--- src/rtl/sha_digest_serializer.sv ---
// rtl/sha_digest_serializer.sv - streams a captured SHA digest out as WORD_W-bit words, MSB word first
// Optional feature macro: SER_BYTE_SWAP_EN (byte-reverse each output word)
module sha_digest_serializer #(
    parameter int WORD_W = 32
) (
    input  logic              clk,
    input  logic              rst,
    input  logic              load,
    input  logic [1:0]        sel_mux_res_sha,
    input  logic [511:0]      res_in,
    output logic [WORD_W-1:0] out_data,
    output logic              out_valid,
    input  logic              out_ready,
    output logic              out_last,
    output logic              busy,
    output logic              done,
    output logic              err
);

    localparam int CNT_W = $clog2(512 / WORD_W);

    typedef enum logic {
        IDLE,
        SEND
    } state_t;

    state_t             state;
    state_t             state_nxt;
    logic [511:0]       shift_q;
    logic [CNT_W-1:0]   cnt_q;
    logic [CNT_W-1:0]   cnt_init;
    logic               load_ok;
    logic               load_bad;
    logic               handshake;
    logic               last_word;
    logic [WORD_W-1:0]  head_word;
    logic [WORD_W-1:0]  bus_word;

    // Word count minus one for the requested mode; the illegal mode never reaches the counter
    always_comb begin
        cnt_init = '0;
        case (sel_mux_res_sha)
            2'b00:   cnt_init = CNT_W'(256 / WORD_W - 1);
            2'b01:   cnt_init = CNT_W'(384 / WORD_W - 1);
            2'b10:   cnt_init = CNT_W'(512 / WORD_W - 1);
            default: cnt_init = '0;
        endcase
    end

    assign load_ok   = load && (state == IDLE) && (sel_mux_res_sha != 2'b11);
    assign load_bad  = load && ((state == SEND) || (sel_mux_res_sha == 2'b11));
    assign last_word = (state == SEND) && (cnt_q == '0);
    assign handshake = (state == SEND) && out_ready;
    assign head_word = shift_q[511 -: WORD_W];

`ifdef SER_BYTE_SWAP_EN
    always_comb begin
        bus_word = '0;
        for (int b = 0; b < WORD_W / 8; b++) begin
            bus_word[8*b +: 8] = head_word[WORD_W-8-8*b +: 8];
        end
    end
`else
    assign bus_word = head_word;
`endif

    always_ff @(posedge clk or posedge rst) begin
        if (rst) begin
            state <= IDLE;
        end else begin
            state <= state_nxt;
        end
    end

    always_comb begin
        state_nxt = state;
        out_valid = 1'b0;
        out_last  = 1'b0;
        busy      = 1'b0;
        out_data  = '0;
        case (state)
            IDLE: begin
                if (load_ok) begin
                    state_nxt = SEND;
                end
            end
            SEND: begin
                out_valid = 1'b1;
                out_last  = last_word;
                busy      = 1'b1;
                out_data  = bus_word;
                if (handshake && last_word) begin
                    state_nxt = IDLE;
                end
            end
            default: state_nxt = IDLE;
        endcase
    end

    always_ff @(posedge clk or posedge rst) begin
        if (rst) begin
            shift_q <= '0;
            cnt_q   <= '0;
            done    <= 1'b0;
            err     <= 1'b0;
        end else begin
            if (load_ok) begin
                shift_q <= res_in;
                cnt_q   <= cnt_init;
            end else if (handshake) begin
                shift_q <= {shift_q[511-WORD_W:0], {WORD_W{1'b0}}};
                if (cnt_q != '0) begin
                    cnt_q <= cnt_q - CNT_W'(1);
                end
            end
            done <= handshake && last_word;
            // Sticky until reset so firmware can see a misuse that happened long ago
            if (load_bad) begin
                err <= 1'b1;
            end
        end
    end

endmodule

--- config.mk ---
export PLATFORM = sky130hd
export DESIGN_NAME = sha_digest_serializer
export DESIGN_NICKNAME = d
export VERILOG_FILES = /design/src/rtl/sha_digest_serializer.sv
export SDC_FILE = /design/constraint.sdc
export NUM_CORES = 2
export LEC_CHECK = 0
export BUFFER_PORTS_ARGS = -buffer_cell sky130_fd_sc_hd__buf_2
export CAP_MARGIN = 20
export CORE_AREA = 2 2 214 216
export DETAILED_ROUTE_END_ITERATION = 6
export DIE_AREA = 0 0 216 218
export GPL_TIMING_DRIVEN = 0
export PLACE_DENSITY_LB_ADDON = 0.12
export REMOVE_ABC_BUFFERS = 1
export SLEW_MARGIN = 10
export SYNTH_ARGS = -nofsm -noshare
export SYNTH_HDL_FRONTEND = slang
export SYNTH_SLANG_ARGS = --single-unit
--- constraint.sdc ---
create_clock -name clk -period 32.8 [get_ports clk]
set_input_delay 3.28 -clock clk [delete_from_list [all_inputs] [get_ports clk]]
set_output_delay 3.28 -clock clk [all_outputs]
set_load 0.05 [all_outputs]
; ---- Word level (Yosys, flattened, before mapping)
; Index checks and enable logic that the tools add are counted.
[word_totals]
reg_bits = 519
output_inout_bits = 37
word_cells = 36
[classes]
addsub = 1
eq_ne = 4
mux = 12
bitwise_logic = 1
reduce_logical = 13
[op_table]
columns = operator, n
row1 = 512-bit two-way mux, 2
row2 = 32-bit two-way mux, 1
row3 = 4-bit two-way mux, 3
row4 = 4-bit one-hot mux with 3 select lines, 1
row5 = 1-bit logical AND, 6
row6 = "2-bit equality test, second input constant", 2
row7 = 4-bit logical NOT, 1
row8 = 1-bit two-way mux, 4
row9 = 2-bit nonzero test, 2
row10 = 4-bit nonzero test, 1
row11 = "4-bit by 1-bit subtractor with 4-bit output, second input constant", 1
row12 = "2-bit by 1-bit equality test with 1-bit output, second input constant", 1
row13 = 2-bit logical NOT, 1
row14 = "2-bit inequality test, second input constant", 1
row15 = 1-bit one-hot mux with 2 select lines, 1
row16 = 2-bit AND reduction, 1
row17 = 1-bit logical OR, 1
row18 = 1-bit inverter, 1

; ---- Logic depth before layout (Yosys ltp)
[depth]
word_depth = 5
ltp_mapped = 8
depth_no_buf = 5

; ---- Least setup slack after synthesis
; OpenSTA, ideal clock, no wires.
[synth_path]
path_kind = register to output
startpoint = reg state
endpoint = out out_data[16]
arrival_ps = 1580
setup_slack_ps = 27940
path_stages_with_launch = 4
path_buffers = 2
path_cell_list = dfrtp_1 -> buf_2 -> clkbuf_1 -> and2_1
[synth_via]
elab_chain_cells = 1
[synth_lines]
columns = element, line
row1 = "start, declared", 27  ; state_t state;
row2 = "start signal, assigned", 71  ; state <= state_nxt;
row3 = 32-bit two-way mux, 81  ; case (state)
row4 = "end, declared", 11  ; output logic [WORD_W-1:0] out_data,
; Every way passes these cells.

; ---- Worst setup path after layout
[layout_path]
startpoint = reg cnt_q[0]
endpoint = out out_last
[layout_via]
elab_chain_cells = 3
[layout_lines]
columns = element, line
row1 = "start, declared", 30  ; logic [CNT_W-1:0] cnt_q;
row2 = "start signal, assigned", 109  ; cnt_q <= cnt_init;
row3 = "start signal, assigned", 113  ; cnt_q <= cnt_q - CNT_W'(1);
row4 = 4-bit logical NOT, 52  ; assign last_word = (state == SEND) && (cnt_q == '0);
row5 = 1-bit logical AND, 52
row6 = 1-bit two-way mux, 81
row7 = "end, declared", 14  ; output logic out_last,
; Every way passes these cells.

==> results.sh <==
export IMPL_clkLatencyLatePin_ns=0.59
export IMPL_grt_pass1_vias=19100
export IMPL_yosys_area_share_simple_pct=12.5
export IMPL_grt_pass1_wl_mm=104
export IMPL_ys_warn_count=0
export IMPL_grt_max_degree=106
export IMPL_grtUsageTotal_pct=27.3
export IMPL_dr_pass1_iters=5
export IMPL_synthDistinctLibCells=27
export IMPL_ctsLongestPathBuffers=3
export IMPL_port_buffers=554
export IMPL_dp_hpwl_mm=45.9
export IMPL_layout_drive_gt1_share_pct=25.4
export IMPL_htree_levels=2
export IMPL_min_to="shift_q[482]$_DFFE_PP0P_"
export IMPL_period_share_pct=17.9
export IMPL_r2r_end="shift_q[311]$_DFFE_PP0P_"
export IMPL_rows=78
export IMPL_slew_violations=0
export IMPL_async_flop_share_pct=100
export IMPL_postCtsSetupBuffers=0
export IMPL_die_h_um=218
export IMPL_worstPathArrival_ns=2.59
export IMPL_ys_seq_elements=519
export IMPL_fin_nets=3335
export IMPL_synth_top_flop_cell="dfrtp_1"
export IMPL_ys_seq_area_share_pct=52.7
export IMPL_gp_congestion=0.823
export IMPL_hold_start="shift_q[482]$_DFFE_PP0P_"
export IMPL_period_needed_ns=5.87
export IMPL_critPathLaunchType="register"
export IMPL_p_per_area_nw_per_um2=80.5
export IMPL_die_area_um2=47100
export IMPL_synth_compound_area_share_pct=10.1
export IMPL_drc_errors=0
export IMPL_power_leakage_nw=14.9
export IMPL_path_clk_slew_ns=0.06
export IMPL_cts_root_buf="clkbuf_16"
export IMPL_drt_first_iter_violations=1840
export IMPL_rsz0062_at_grt="false"
export IMPL_relSlewSlack_pct=29.1
export IMPL_fillCellCount=3610
export IMPL_synth_top_family_by_area="multiplexers"
export IMPL_wl_per_cell_um=18.7
export IMPL_hold_depth=2
export IMPL_synth_xor_area_share_pct=0
export IMPL_tns_ns=0
export IMPL_cts_sinks=519
export IMPL_worst_setup_path_end_kind="primary output"
export IMPL_setup_violations=0
export IMPL_drt_total_wl_mm=65.8
export IMPL_synthCells=2353
export IMPL_vias_per_cell=5.64
export IMPL_synth_edf_count=0
export IMPL_cts_buffers=54
export IMPL_core_um2=44900
export IMPL_fin_skew_ns=0.0101
export IMPL_grt_overflow=0
export IMPL_synthAdderAreaFrac_pct=0.305
export IMPL_num_vias=19800
export IMPL_timing_rr_start="state$_DFF_PP0_"
export IMPL_initial_utilization_pct=54.9
export IMPL_area_growth_pct=22.7
export IMPL_syn_avg_cell_area_um2=10.5
export IMPL_ir_worst_vdd_mv=0.0691
export IMPL_cts_resized=0
export IMPL_die_x_um=216
export IMPL_critPathKind="register to primary output"
export IMPL_register_area_um2=13000
export IMPL_totalPowerFinal_mw=2.43
export IMPL_muxShareOfSynthArea_pct=19.5
export IMPL_status="finished, final reports clean"
export IMPL_netlist_area_um2=24600
export IMPL_final_hold_violation_count=0
export IMPL_ant_nets=0
export IMPL_crit_fanout=7
export IMPL_timing_reg2reg_worst_path_depth=10
export IMPL_antenna_found_initial=72
export IMPL_max_slew_worst_pin_slew_ns=1.06
export IMPL_fin_cells=3508
export IMPL_drv_cap=0
export IMPL_io_pins=555
export IMPL_rrSetupSlack_ns=29.40
export IMPL_dp_cells=3355
export IMPL_multi_input_area_um2=10500
export IMPL_fmax_mhz=170
export IMPL_ctsHoldBuffers=0
export IMPL_min_path_type="register to register"
export IMPL_tritoncts="built"
export IMPL_cp_required_ns=29.52
-- layout by cell type (no fill, tap or decap), types with 18 or more instances in the layout --
cell / synthesis / routed
and2_1: 33 / 33
buf_16: 0 / 22
buf_2: 64 / 554
buf_4: 3 / 21
buf_6: 30 / 18
clkbuf_16: 0 / 57
dfrtp_1: 519 / 518
diode_2: 0 / 54
mux2i_1: 480 / 480
nand2_1: 66 / 65
nand3_1: 512 / 512
o21ai_0: 468 / 468
-- synthesized netlist by cell type, drive strengths merged, types with 2 or more instances --
cell type / n / area [µm²]
dfrtp: 519 / 13000
nand3: 512 / 2560
o21ai: 482 / 2410
mux2i: 480 / 4800
buf: 128 / 797
clkbuf: 102 / 383
nand2: 66 / 248
and2: 33 / 206
ha: 6 / 75.1
inv: 6 / 22.5
o211ai: 5 / 37.5
nand2b: 2 / 12.5
nor3b: 2 / 15.0
-- cells by family after synthesis --
family	count (synthesis)
AND/OR/NAND/NOR	619
flip-flops	519
AO/OA/AOI/OAI	493
multiplexers	480
buffers and inverters	236
adder cells (fa/ha/maj)	6
-- registers in the layout (all words and copies together), names as in the netlist --
register  count
shift_q     512
state         1
err           1
cnt_q         4
done          1
-- stage by stage --
| step | util, % | setup WS [ns] | cell area [µm²] | hold slack, ns |
|---|---|---|---|---|
| floorplan | - | -56.24 | 23500 | 0.461 |
| global placement | 60.1 | -148.71 | 27000 | 0.450 |
| detailed placement | 63.1 | 26.61 | 28300 | 0.484 |
| CTS | 67.1 | 26.97 | 30100 | 0.496 |
| global route | 67.3 | 26.84 | 30200 | 0.515 |
| finish | 67.4 | 26.93 | 30200 | 0.491 |
-- worst max path at each step --
stage | start | end | cells past startpoint
3_3_place_gp | sel_mux_res_sha[0] | cnt_q[3]$_DFFE_PP0P_ | 5
6_report | cnt_q[0]$_DFFE_PP0P_ | out_last | 5
5_1_grt | cnt_q[0]$_DFFE_PP0P_ | out_last | 5
4_1_cts | cnt_q[0]$_DFFE_PP0P_ | out_last | 5
2_1_floorplan | sel_mux_res_sha[0] | cnt_q[3]$_DFFE_PP0P_ | 4
3_5_place_dp | sel_mux_res_sha[0] | shift_q[279]$_DFFE_PP0P_ | 12
-- layer usage --
metal | wire length (µm) | vias up | part of all wire (%) | track usage (%)
met5 | 228 | - | 0.35 | 0
met4 | 2500 | 36 | 3.8 | 13.9
met2 | 30900 | 574 | 47 | 41.6
met3 | 4580 | 170 | 7.0 | 7.27
met1 | 27600 | 9569 | 42 | 36.3
li1 | - | 9448 | - | -
-- worst max-delay path: stages, from the launching register on --
cell and delay [ns]:
dfrtp_1 0.42, inv_1 0.10, ha_1 0.14, nor3b_1 0.85, and2_1 0.23, buf_2 0.26
-- layout make-up --
type	count	share of cell area (%)
Sequential cell	519	43.0
Clock buffer	82	5.42
Tap cell	600	2.48
Multi-Input combinational cell	1598	34.6
Timing Repair Buffer	632	13.5
Antenna cell	54	0.447
Clock inverter	17	0.463
Inverter	6	0.0993
-- where the power goes --
part	leakage [nW]	internal, mW	switching (mW)
sequential	6.77	0.876	0.130
clock	0.884	0.359	0.251
combinational	7.22	0.343	0.476
Power figures use the tool's default switching activity.
